$ cat src/rtl/aap_pkg.sv
// Shared definitions for the 16-bit pipelined processor: redirect encodings,
// default widths and the fetch-stage state type.
package aap_pkg;

  localparam int PC_W    = 20;
  localparam int INSTR_W = 16;

  localparam logic [2:0] JUMP_NONE = 3'd0;
  localparam logic [2:0] JUMP_REL  = 3'd1;
  localparam logic [2:0] JUMP_ABS  = 3'd2;

  typedef enum logic {
    ST_RUN  = 1'b0,
    ST_DROP = 1'b1
  } fetch_state_e;

endpackage

$ cat src/rtl/fetch_fifo.sv
// Small prefetch FIFO holding {instruction, pc} entries between fetch and decode.
// Synchronous clear empties it in one cycle; DEPTH must be a power of two.
module fetch_fifo #(
  parameter int DEPTH = 2,
  parameter int WIDTH = 36
) (
  input  logic                     clock,
  input  logic                     reset,
  input  logic                     clear,
  input  logic                     push,
  input  logic [WIDTH-1:0]         push_data,
  input  logic                     pop,
  output logic [$clog2(DEPTH):0]   count,
  output logic                     head_valid,
  output logic [WIDTH-1:0]         head_data
);

  localparam int PTR_W = $clog2(DEPTH);
  localparam int CNT_W = PTR_W + 1;

  logic [PTR_W-1:0] wr_ptr_q, wr_ptr_d;
  logic [PTR_W-1:0] rd_ptr_q, rd_ptr_d;
  logic [CNT_W-1:0] count_q, count_d;
  logic [WIDTH-1:0] mem_q [DEPTH];

  always_comb begin
    wr_ptr_d = wr_ptr_q;
    rd_ptr_d = rd_ptr_q;
    count_d  = count_q;
    if (clear) begin
      wr_ptr_d = '0;
      rd_ptr_d = '0;
      count_d  = '0;
    end else begin
      // Pointers wrap naturally because DEPTH is a power of two.
      wr_ptr_d = wr_ptr_q + PTR_W'(push);
      rd_ptr_d = rd_ptr_q + PTR_W'(pop);
      count_d  = count_q + CNT_W'(push) - CNT_W'(pop);
    end
  end

  always_ff @(posedge clock) begin
    if (reset) begin
      wr_ptr_q <= '0;
      rd_ptr_q <= '0;
      count_q  <= '0;
    end else begin
      wr_ptr_q <= wr_ptr_d;
      rd_ptr_q <= rd_ptr_d;
      count_q  <= count_d;
    end
  end

  always_ff @(posedge clock) begin
    if (push && !clear) begin
      mem_q[wr_ptr_q] <= push_data;
    end
  end

  assign count      = count_q;
  assign head_valid = (count_q != '0);
  assign head_data  = mem_q[rd_ptr_q];

endmodule

$ cat src/rtl/fetch_unit.sv
// Instruction fetch stage: single-outstanding request/ack memory port, redirect
// handling with stale-response dropping, and a prefetch FIFO in front of decode.
module fetch_unit
  import aap_pkg::*;
#(
  parameter int PC_WIDTH    = PC_W,
  parameter int INSTR_WIDTH = INSTR_W,
  parameter int BUF_DEPTH   = 2
) (
  input  logic                   clock,
  input  logic                   reset,
  input  logic [2:0]             pcjumpenable,
  input  logic [8:0]             pcchange,
  input  logic [PC_WIDTH-1:0]    pclocation,
  output logic [PC_WIDTH-1:0]    previous_programcounter,
  output logic                   imem_req,
  output logic [PC_WIDTH-1:0]    imem_addr,
  input  logic                   imem_ack,
  input  logic [INSTR_WIDTH-1:0] imem_data,
  output logic                   instr_valid,
  output logic [INSTR_WIDTH-1:0] instr_out,
  output logic [PC_WIDTH-1:0]    instr_pc,
  input  logic                   decode_ready
);

  localparam int CNT_W   = $clog2(BUF_DEPTH) + 1;
  localparam int ENTRY_W = INSTR_WIDTH + PC_WIDTH;

  fetch_state_e        state_q, state_d;
  logic [PC_WIDTH-1:0] fetch_pc_q, fetch_pc_d;
  logic [PC_WIDTH-1:0] issue_pc_q, issue_pc_d;
  logic                req_q, req_d;
  logic [PC_WIDTH-1:0] addr_q, addr_d;

  logic                redirect, ack, push, pop, room;
  logic [PC_WIDTH-1:0] target;
  logic [CNT_W-1:0]    fifo_count, count_next;
  logic                head_valid;
  logic [ENTRY_W-1:0]  head_data;
  logic [PC_WIDTH-1:0] head_pc;

  assign head_pc = head_data[PC_WIDTH-1:0];

  always_comb begin
    redirect   = (pcjumpenable == JUMP_REL) || (pcjumpenable == JUMP_ABS);
    target     = (pcjumpenable == JUMP_REL)
                 ? issue_pc_q + {{(PC_WIDTH-9){pcchange[8]}}, pcchange}
                 : pclocation;
    ack        = req_q && imem_ack;
    push       = ack && (state_q == ST_RUN) && !redirect;
    pop        = head_valid && decode_ready && !redirect;
    count_next = redirect ? '0 : fifo_count + CNT_W'(push) - CNT_W'(pop);
    // A new request reserves the slot its data will land in.
    room       = (count_next < CNT_W'(BUF_DEPTH));

    state_d    = state_q;
    fetch_pc_d = fetch_pc_q;
    req_d      = req_q;
    addr_d     = addr_q;
    issue_pc_d = pop ? head_pc : issue_pc_q;

    if (redirect) begin
      fetch_pc_d = target;
      if (req_q && !imem_ack) begin
        state_d = ST_DROP;
      end else begin
        state_d = ST_RUN;
        req_d   = 1'b1;
        addr_d  = target;
      end
    end else if (state_q == ST_DROP) begin
      if (ack) begin
        state_d = ST_RUN;
        req_d   = room;
        addr_d  = fetch_pc_q;
      end
    end else if (!req_q || ack) begin
      fetch_pc_d = fetch_pc_q + PC_WIDTH'(push);
      req_d      = room;
      addr_d     = fetch_pc_d;
    end
  end

  always_ff @(posedge clock) begin
    if (reset) begin
      state_q    <= ST_RUN;
      fetch_pc_q <= '0;
      issue_pc_q <= '0;
      req_q      <= 1'b0;
      addr_q     <= '0;
    end else begin
      state_q    <= state_d;
      fetch_pc_q <= fetch_pc_d;
      issue_pc_q <= issue_pc_d;
      req_q      <= req_d;
      addr_q     <= addr_d;
    end
  end

  fetch_fifo #(
    .DEPTH (BUF_DEPTH),
    .WIDTH (ENTRY_W)
  ) u_fifo (
    .clock      (clock),
    .reset      (reset),
    .clear      (redirect),
    .push       (push),
    .push_data  ({imem_data, fetch_pc_q}),
    .pop        (pop),
    .count      (fifo_count),
    .head_valid (head_valid),
    .head_data  (head_data)
  );

  assign imem_req                = req_q;
  assign imem_addr               = addr_q;
  assign instr_valid             = head_valid;
  assign instr_out               = head_valid ? head_data[ENTRY_W-1:PC_WIDTH] : '0;
  assign instr_pc                = head_valid ? head_pc : '0;
  assign previous_programcounter = issue_pc_q + PC_WIDTH'(1);

endmodule

$ cat config.mk
export PLATFORM = sky130hd
export DESIGN_NAME = fetch_unit
export DESIGN_NICKNAME = d
export VERILOG_FILES = /design/src/rtl/aap_pkg.sv /design/src/rtl/fetch_fifo.sv /design/src/rtl/fetch_unit.sv
export SDC_FILE = /design/constraint.sdc
export NUM_CORES = 1
export LEC_CHECK = 0
export ABC_AREA = 1
export BUFFER_PORTS_ARGS = -buffer_cell sky130_fd_sc_hd__buf_2
export CORE_MARGIN = 2
export CORE_UTILIZATION = 45
export DETAILED_ROUTE_END_ITERATION = 6
export PLACE_DENSITY = 0.66
export SKIP_LAST_GASP = 1
export SYNTH_ARGS = -nofsm -noshare
export SYNTH_HDL_FRONTEND = slang
export SYNTH_SLANG_ARGS = --single-unit
$ cat constraint.sdc
create_clock -name clock -period 5.9 [get_ports clock]
set_input_delay 0.295 -clock clock [delete_from_list [all_inputs] [get_ports clock]]
set_output_delay 0.295 -clock clock [all_outputs]
set_load 0.05 [all_outputs]
==> flow_summary.yaml, run 1 <==
setup_path:
  crit_type: "primary input to flip-flop"
  cp_max_fo: 16
  start_kind: "primary input"
  crit_family: "simple AND/OR/NAND/NOR gates"
  path_cells: "buf_2, inv_1, nor2_1, nand2_2, nand2_4, nor2_2, inv_1, nor2_1, ha_1, ha_1, nand2_1, inv_1, nand3_1, inv_1, nand2_1, nor2_1, xor2_1, nand2_1, nand2_1, inv_1, a21oi_1"
  crit_path_end_kind: "flip-flop"
  max_stage_delay_ps: 590
  cp_slowest_cell: "nor2_2"
  cp.arrival_ps: 3740
  cp_common_cell: "inv_1"
  cp_data_required_time_ps: 6250
  cp_num_buf_inv: 6
cells_and_area:
  final_cell_mix: "192 x nand2_1, 129 x buf_2, 109 x inv_1, 108 x a21oi_1, 77 x nor2_1"
  n_antenna_cell: 0
  area_delta_synth_final_pct: 17.69
  fillCellCount: 1641
  final_common_cell: "nand2_1"
  seq_area_um2: 3483
  stdcell_count: 1319
  drive_gt1_share_pct: 18.56
  multiInputGateArea_um2: 3677
  nets: 1165
timing:
  setup_tns_ps: 0
  fin_crit_sh_pct: 57.31
  slew_headroom_pct: 36.29
  fin_crit_ps: 3381
  fin_skew_ps: 10.77
  fmax_mhz: 295.7
  finalHoldViolations: 0
  rsz0062_at_grt: "false"
  finalMaxSlewViolations: 0
  setup_viol: 0
  worstMarginPinSlew_ps: 954.6
clock_tree:
  postCtsSetupBuffers: 0
  clock_sinks: 138
  cts_tree: "yes"
  ctsResizeCount: 0
  clock_tree.root_cell: "clkbuf_16"
  cts_made_buffers: 17
  path_clk_slew_ps: 60
  cts_hold_buf: 0
  htree_num_levels: 4
  cts_buffer_depth: 2
  clock_latency_ps: 430
placement:
  routabilityCongestion: 0.9731
  portBuffers: 129
  dpl.cell_count: 1287
  dpl.hpwl_um: 16170
job:
  drv_cap: 0
synthesis:
  ys.flop_type: "edfxtp_1"
  syn_nets: 1046
  synth_edf_count: 72
  synth_cells: 967
  synth.area.top_cells: "edfxtp_1 28%, dfxtp_1 17%, nand2_1 9.3%, a21oi_1 7.0%, inv_1 5.3%"
  synth_area_um2: 7736
  synthDistinctLibCells: 43
  synth_warnings: 0
  yosysTopAreaCellShare_pct: 27.95
  synth_area_per_cell_um2: 8.000
  ys_ff_latch: 138
  seq_area_frac_synth_pct: 45.03
  yosysTopAreaCell: "edfxtp_1"
  synthArstFlopShare_pct: 0
status:
  status: "finished, final reports clean"
floorplan:
  core_area_um2: 16700
  dieArea_um2: 18260
  rows: 47
  initial_core_util_pct: 46.32
  die_h_um: 135.1
  dieWidth_um: 135.1
  io_pins: 130
power_and_ir_drop:
  power_density_nw_per_um2: 328.4
  peakVddDrop_mv: 0.2039
  power_mw: 2.990
  p_leak_nw: 4.114
route:
  dr_wl_met3_um: 1601
  wl_met2_um: 9499
  ant_nets: 0
  wirelength_um: 22010
  top_layer_used: "met4"
  num_vias: 7047
  viasPerCell: 5.343
  dr.first_iter.drc_count: 804
  firstDrtPassIters: 5
  wl_met1_um: 10550
  drc_errors: 0
  wire_per_inst_um: 16.68
hold_path:
  min_path_type: "primary input to flip-flop"
grt:
  grt_pass1_vias: 6196
  grt_pass1_wl_um: 34240
  grt_overflow: 0
  antenna_found_initial: 0
  grt_max_degree: 40
  grtUsageTotal_pct: 24.46
-- layout make-up --
| class | count | share of cell area (%) |
|---|---|---|
| Multi-Input combinational cell | 682 | 40.39 |
| Sequential cell | 138 | 38.26 |
| Timing Repair Buffer | 135 | 7.586 |
| Clock buffer | 19 | 4.988 |
| Inverter | 112 | 4.617 |
| Tap cell | 220 | 3.023 |
| Clock inverter | 13 | 1.141 |
-- routing by layer --
metal	GRT usage [%]	vias to the layer above
met3	4.692	25
met4	6.713	0
met5	0	-
met1	37.13	3247
li1	-	3504
met2	35.50	271
-- power breakdown --
group | total (mW) | internal (mW) | switching, mW
Combinational | 0.793 | 0.210 | 0.583
Clock | 1.00 | 0.572 | 0.429
Sequential | 1.20 | 1.10 | 0.0932
-- kinds of logic (layout without fill, tap and decap cells) --
kind of cell	Yosys count	count (layout)	synth area share, %
and+or+nand+nor	380	380	21.69
adders and majority gates	27	27	4.464
DFF	138	138	45.03
AOI/OAI and AO/OA	237	237	17.08
xor gates and xnor gates	38	38	4.302
buffers and inverters	147	279	7.440
-- final timing paths --
| kind | from | end | slack (ps) | cells past startpoint |
|---|---|---|---|---|
| min reg2reg | imem_addr[9] | imem_addr[9] | 510 | 2 |
| max | pcjumpenable[0] | imem_addr[12] | 2520 | 21 |
| min | imem_data[9] | u_fifo.mem_q[1][29] | 60 | 1 |
| max reg2reg | state_q | imem_addr[12] | 2620 | 16 |
-- synth_stat cells, types with 2 or more instances --
cell / n
xor2_1: 30
buf_2: 14
o21bai_1: 4
nor2_1: 77
inv_1: 109
nor2_2: 5
a21oi_1: 108
o21ai_0: 73
nand3_2: 2
a22oi_1: 4
o21ai_1: 5
a21boi_0: 2
inv_2: 3
dfxtp_1: 66
a31oi_1: 5
nand4_1: 16
edfxtp_1: 72
xnor2_1: 8
clkbuf_2: 2
or2_2: 19
nor3_2: 2
ha_1: 26
nand2_2: 2
o211ai_1: 3
nor3_1: 9
o21a_1: 25
clkbuf_1: 18
nor3_4: 2
a221oi_1: 3
nand2_1: 192
nand3_1: 49
-- state kept, by name, indices dropped and copies added, names as in the netlist --
name and flops:
fetch_pc_q 20, state_q 1, imem_addr 20, u_fifo.mem_q 72
imem_req 1, issue_pc_q 20, u_fifo.rd_ptr_q 1, u_fifo.count 2
u_fifo.wr_ptr_q 1
-- metrics by stage --
stage | worst slack (ps) | hold WS [ps] | util [%] | instance area (µm²)
after CTS | 2573 | 45.79 | 54.52 | 9105
after detailed placement | 2166 | 485.9 | 51.18 | 8547
after global routing | 2177 | 41.61 | 54.52 | 9105
final | 2519 | 56.83 | 54.52 | 9105
after floorplan | 3315 | 393.9 | - | 7736
after global placement | 2215 | 483.0 | 51.18 | 8547
(Power assumes the default switching activity.)
==> run 2, diff against run 1 <==
==> constraint.sdc (replaced) <==
create_clock -name clock -period 3.19 [get_ports clock]
set_input_delay 0.1595 -clock clock [delete_from_list [all_inputs] [get_ports clock]]
set_output_delay 0.1595 -clock clock [all_outputs]
set_load 0.05 [all_outputs]
==> flow_summary.yaml, run 2 (synthesized netlist as in run 1, its figures left out) <==
cells_and_area:
  seq_area_um2: 3483
  multiInputGateArea_um2: 3677
  final_common_cell: "nand2_1"
  nets: 1187
  n_antenna_cell: 0
  final_cell_mix: "192 x nand2_1, 129 x buf_2, 109 x inv_1, 108 x a21oi_1, 77 x nor2_1"
  stdcell_count: 1341
  largest_reg_flops: 72
  area_delta_synth_final_pct: 20.51
  drive_gt1_share_pct: 18.82
  largest_register: "u_fifo.mem_q"
  fillCellCount: 1639
route:
  wirelength_um: 22420
  ant_nets: 0
  firstDrtPassIters: 6
  dr.first_iter.drc_count: 631
  num_vias: 7165
  drc_errors: 0
  wire_per_inst_um: 16.72
  viasPerCell: 5.343
setup_path:
  cp_num_buf_inv: 1
  crit_path_end_kind: "output pin"
  start_kind: "flip-flop"
  crit_type: "flip-flop to output pin"
  cp_max_fo: 4
  cp_slowest_cell: "dfxtp_1"
  path_cells: "ha_1, nand2_1, nor2_1, nand2_1, nor3_2, nand3_1, nor2_1, nand4_1, xor2_1, buf_2"
  cp_data_required_time_ps: 3030
  max_stage_delay_ps: 560
  cp.arrival_ps: 2710
  crit_family: "simple AND/OR/NAND/NOR gates"
timing:
  fin_crit_ps: 2866
  fmax_mhz: 348.9
  setup_tns_ps: 0
  holdWs_ps: 64.57
  rsz0062_at_grt: "false"
  worstMarginPinSlew_ps: 1004
  fin_skew_ps: 15.06
  fin_crit_sh_pct: 89.85
  finalMaxSlewViolations: 0
  slew_headroom_pct: 32.98
  finalHoldViolations: 0
  setup_viol: 0
power_and_ir_drop:
  seq_power_share_pct: 39.8
  power_mw: 5.553
  p_switching_mw: 2.073
  power_frac_comb_pct: 26.9
  peakVddDrop_mv: 0.3758
  clock_power_share_pct: 33.3
  p_leak_nw: 4.219
  power_density_nw_per_um2: 595.7
  p_sw_share_pct: 37.34
  intPower_mw: 3.480
clock_tree:
  postCtsSetupBuffers: 0
  clock_tree.root_cell: "clkbuf_16"
  cts_made_buffers: 17
  htree_num_levels: 4
  cts_buffer_depth: 2
  ctsResizeCount: 0
  clock_latency_ps: 420
  clock_sinks: 138
  path_clk_slew_ps: 70
  cts_tree: "yes"
grt:
  grt_pass1_wl_um: 34940
  grt_pass1_vias: 6539
  antenna_found_initial: 0
  grt_max_degree: 40
  grtUsageTotal_pct: 25.09
  grt_overflow: 0
status:
  status: "finished, final reports clean"
floorplan:
  io_pins: 130
  initial_core_util_pct: 46.32
  core_area_um2: 16700
  die_h_um: 135.1
  rows: 47
  dieArea_um2: 18260
  dieWidth_um: 135.1
placement:
  dpl.hpwl_um: 16450
  dpl.cell_count: 1293
  routabilityCongestion: 0.9525
  portBuffers: 129
hold_path:
  min_path_type: "primary input to flip-flop"
job:
  drv_cap: 0
## run 2: worst register-to-register path: stages (launching register included)
cell and delay (ps):
dfxtp_1 530, ha_1 290, inv_1 80, fa_1 410, inv_1 120, nand3_1 80
nand3_1 130, nand2_1 90, a21boi_0 260, nor2_1 70, nand2_1 70, nand3_1 80
nand2_1 120, a21oi_1 80
## run 2: final timing paths
kind                                      from                     endpoint  slack [ps]  depth (start not counted)
worst min-delay path            pclocation[11]               fetch_pc_q[11]          60                          5
worst max register to register   issue_pc_q[0]               fetch_pc_q[12]         680                         13
worst max-delay path             issue_pc_q[1]  previous_programcounter[16]         320                         10
worst min register to register    imem_addr[9]                 imem_addr[9]         510                          2
## run 2: power by group through the flow
stage	sequential [mW]	combinational (mW)	clock [mW]
3_5_place_dp	2.24	1.47	0
4_1_cts	2.21	1.49	1.87
5_1_grt	2.23	1.63	1.95
2_1_floorplan	2.34	0.944	0
6_report	2.21	1.49	1.85
3_3_place_gp	2.24	1.46	0
## run 2: metal layers
layer / GRT usage, % / wire length (µm) / vias to the layer above
li1: - / - / 3537
met1: 36.61 / 10290 / 3267
met2: 36.86 / 9563 / 321
met3: 5.968 / 1917 / 40
met4: 7.870 / 650 / 0
met5: 0 / 0 / -
## run 2: through the flow
| stage | worst slack, ps | utilization, % | instance area (µm²) |
|---|---|---|---|
| floorplan | 605.2 | - | 7736 |
| global placement | 663.7 | 51.52 | 8605 |
| detailed placement | 564.7 | 51.52 | 8605 |
| CTS | 347.6 | 55.82 | 9323 |
| global route | 191.6 | 55.82 | 9323 |
| finish | 323.8 | 55.82 | 9323 |
## run 2: area by class of cell
class                      instances  share of cell area, %
multi-input combinational        682                  39.44
sequential                       138                  37.36
timing repair buffer             157                  9.744
clock buffer                      18                  4.617
inverter                         112                  4.509
tap                              220                  2.953
clock inverter                    14                  1.369
## run 2: timing repair
| item | CTS | global route |
|---|---|---|
| endpoints found under the hold margin | 32 | 0 |
| endpoints found under the setup margin | 0 | 0 |
| hold buffers | 16 | 0 |
==> run 3, diff against run 2 <==
--- a/config.mk
+++ b/config.mk
@@ -10,7 +10,7 @@
 export CORE_MARGIN = 2
 export CORE_UTILIZATION = 45
 export DETAILED_ROUTE_END_ITERATION = 6
-export PLACE_DENSITY = 0.66
+export PLACE_DENSITY = 0.7
 export SKIP_LAST_GASP = 1
 export SYNTH_ARGS = -nofsm -noshare
 export SYNTH_HDL_FRONTEND = slang
==> flow_summary.yaml, run 3 (synthesized netlist as in run 1, its figures left out) <==
grt:
  grt_max_degree: 40
  groute.layer.met2.usage_pct: 36.86
  grt_pass1_wl_um: 34270
  met3_usage_pct: 3.866
  top_usage_layer: "met2"
  grtUsageTotal_pct: 24.36
  antenna_found_initial: 0
  grt_pass1_vias: 6447
  met1_usage_pct: 35.61
  grt_overflow: 0
route:
  wire_per_inst_um: 16.38
  dr.first_iter.drc_count: 655
  firstDrtPassIters: 5
  wirelength_um: 22010
  drc_errors: 0
  viasPerCell: 5.330
  num_vias: 7164
  ant_nets: 0
clock_tree:
  path_clk_slew_ps: 60
  cts_made_buffers: 17
  ctsResizeCount: 0
  clock_sinks: 138
  cts_tree: "yes"
  clock_tree.root_cell: "clkbuf_16"
  clock_latency_ps: 430
  postCtsSetupBuffers: 0
  htree_num_levels: 4
  cts_buffer_depth: 2
  cts_hold_buf: 16
floorplan:
  initial_core_util_pct: 46.32
  rows: 47
  io_pins: 130
  die_h_um: 135.1
  core_area_um2: 16700
  dieArea_um2: 18260
  dieWidth_um: 135.1
status:
  status: "finished, final reports clean"
hold_path:
  min_path_type: "primary input to flip-flop"
  hp-start: "pclocation[6]"
setup_path:
  cp_slowest_cell: "dfxtp_1"
  cp_max_fo: 4
  cp_num_buf_inv: 1
  start_kind: "flip-flop"
  cp.arrival_ps: 2640
  cp_data_required_time_ps: 3030
  crit_family: "simple AND/OR/NAND/NOR gates"
  max_stage_delay_ps: 480
  startpoint: "issue_pc_q[0]"
  path_cells: "ha_1, nand2_1, nor2_1, nand2_1, nor3_2, nand3_1, nor2_1, nand4_1, xor2_1, buf_2"
  crit_type: "flip-flop to output pin"
  r2r_start: "state_q"
  crit_path_end_kind: "output pin"
timing:
  fmax_mhz: 357.6
  worstMarginPinSlew_ps: 944.4
  setup_viol: 0
  fin_crit_sh_pct: 87.65
  fin_skew_ps: 17.74
  slew_headroom_pct: 36.97
  fin_crit_ps: 2796
  setup_tns_ps: 0
  rsz0062_at_grt: "false"
  finalHoldViolations: 0
  finalMaxSlewViolations: 0
cells_and_area:
  drive_gt1_share_pct: 18.95
  stdcell_area_um2: 9328
  area_delta_synth_final_pct: 20.57
  n_antenna_cell: 0
  final_common_cell: "nand2_1"
  nets: 1190
  largest_reg_flops: 72
  largest_register: "u_fifo.mem_q"
  final_cell_mix: "192 x nand2_1, 129 x buf_2, 109 x inv_1, 108 x a21oi_1, 77 x nor2_1"
placement:
  portBuffers: 129
  dpl.hpwl_um: 16260
  placed_area_um2: 8615
  routabilityCongestion: 0.9042
job:
  drv_cap: 0
power_and_ir_drop:
  power_density_nw_per_um2: 593.8
  peakVddDrop_mv: 0.4216
  power_mw: 5.539
  p_leak_nw: 4.213
## run 3: changes by cell type in the layout (fill, tap and decap cells not counted)
cell	change
buf_4	+4
inv_4	-4
clkinvlp_4	+3
inv_6	+3
buf_12	-1
clkbuf_1	+1
clkbuf_2	-1
clkinv_8	-1
inv_8	-1
## run 3: layout make-up
class | count | area, µm²
Fill cell | 1571 | 7373
Multi-Input combinational cell | 682 | 3677
Sequential cell | 138 | 3483
Timing Repair Buffer | 160 | 918.4
Clock buffer | 18 | 429.2
Inverter | 112 | 420.4
Tap cell | 220 | 275.3
Clock inverter | 14 | 123.9
## run 3: worst register-to-register path: cells and delay by family, from the launching register on
kind                     cells  cell delay (ps)
AO/OA/AOI/OAI                3              400
adder cells (fa/ha/maj)      2              480
buffers and inverters        3              270
flip-flops                   1              400
AND/OR/NAND/NOR              7              870
## run 3: metal layers
layer / share of wire (%) / up-vias / wire length [µm]
met5: 0 / - / 0
li1: - / 3539 / -
met3: 7.1 / 34 / 1555
met2: 44 / 282 / 9580
met4: 2.2 / 0 / 494
met1: 47 / 3309 / 10380
## run 3: final timing paths
| check | depth (start not counted) | slack (ps) | end |
|---|---|---|---|
| setup / recovery | 10 | 390 | previous_programcounter[16] |
| hold / removal | 3 | 60 | imem_addr[6] |
| setup reg to reg | 15 | 710 | imem_addr[16] |
| hold reg to reg | 2 | 500 | imem_addr[9] |
## run 3: where the power goes
| part | total, mW | internal (mW) | switching (mW) |
|---|---|---|---|
| clock network | 1.84 | 1.02 | 0.815 |
| registers | 2.20 | 2.04 | 0.164 |
| logic | 1.50 | 0.413 | 1.09 |
| total | 5.54 | 3.47 | 2.06 |
## run 3: through the flow
stage          setup slack [ps]  util [%]  hold slack, ps  std cells
3_5_place_dp              580.7     51.58           350.7       1296
6_report                  393.8     55.85           63.85       1344
3_3_place_gp              677.2     51.58           347.0       1296
4_1_cts                   396.0     55.85           48.17       1344
5_1_grt                   224.4     55.85           74.16       1344
2_1_floorplan             605.2         -           258.4        967
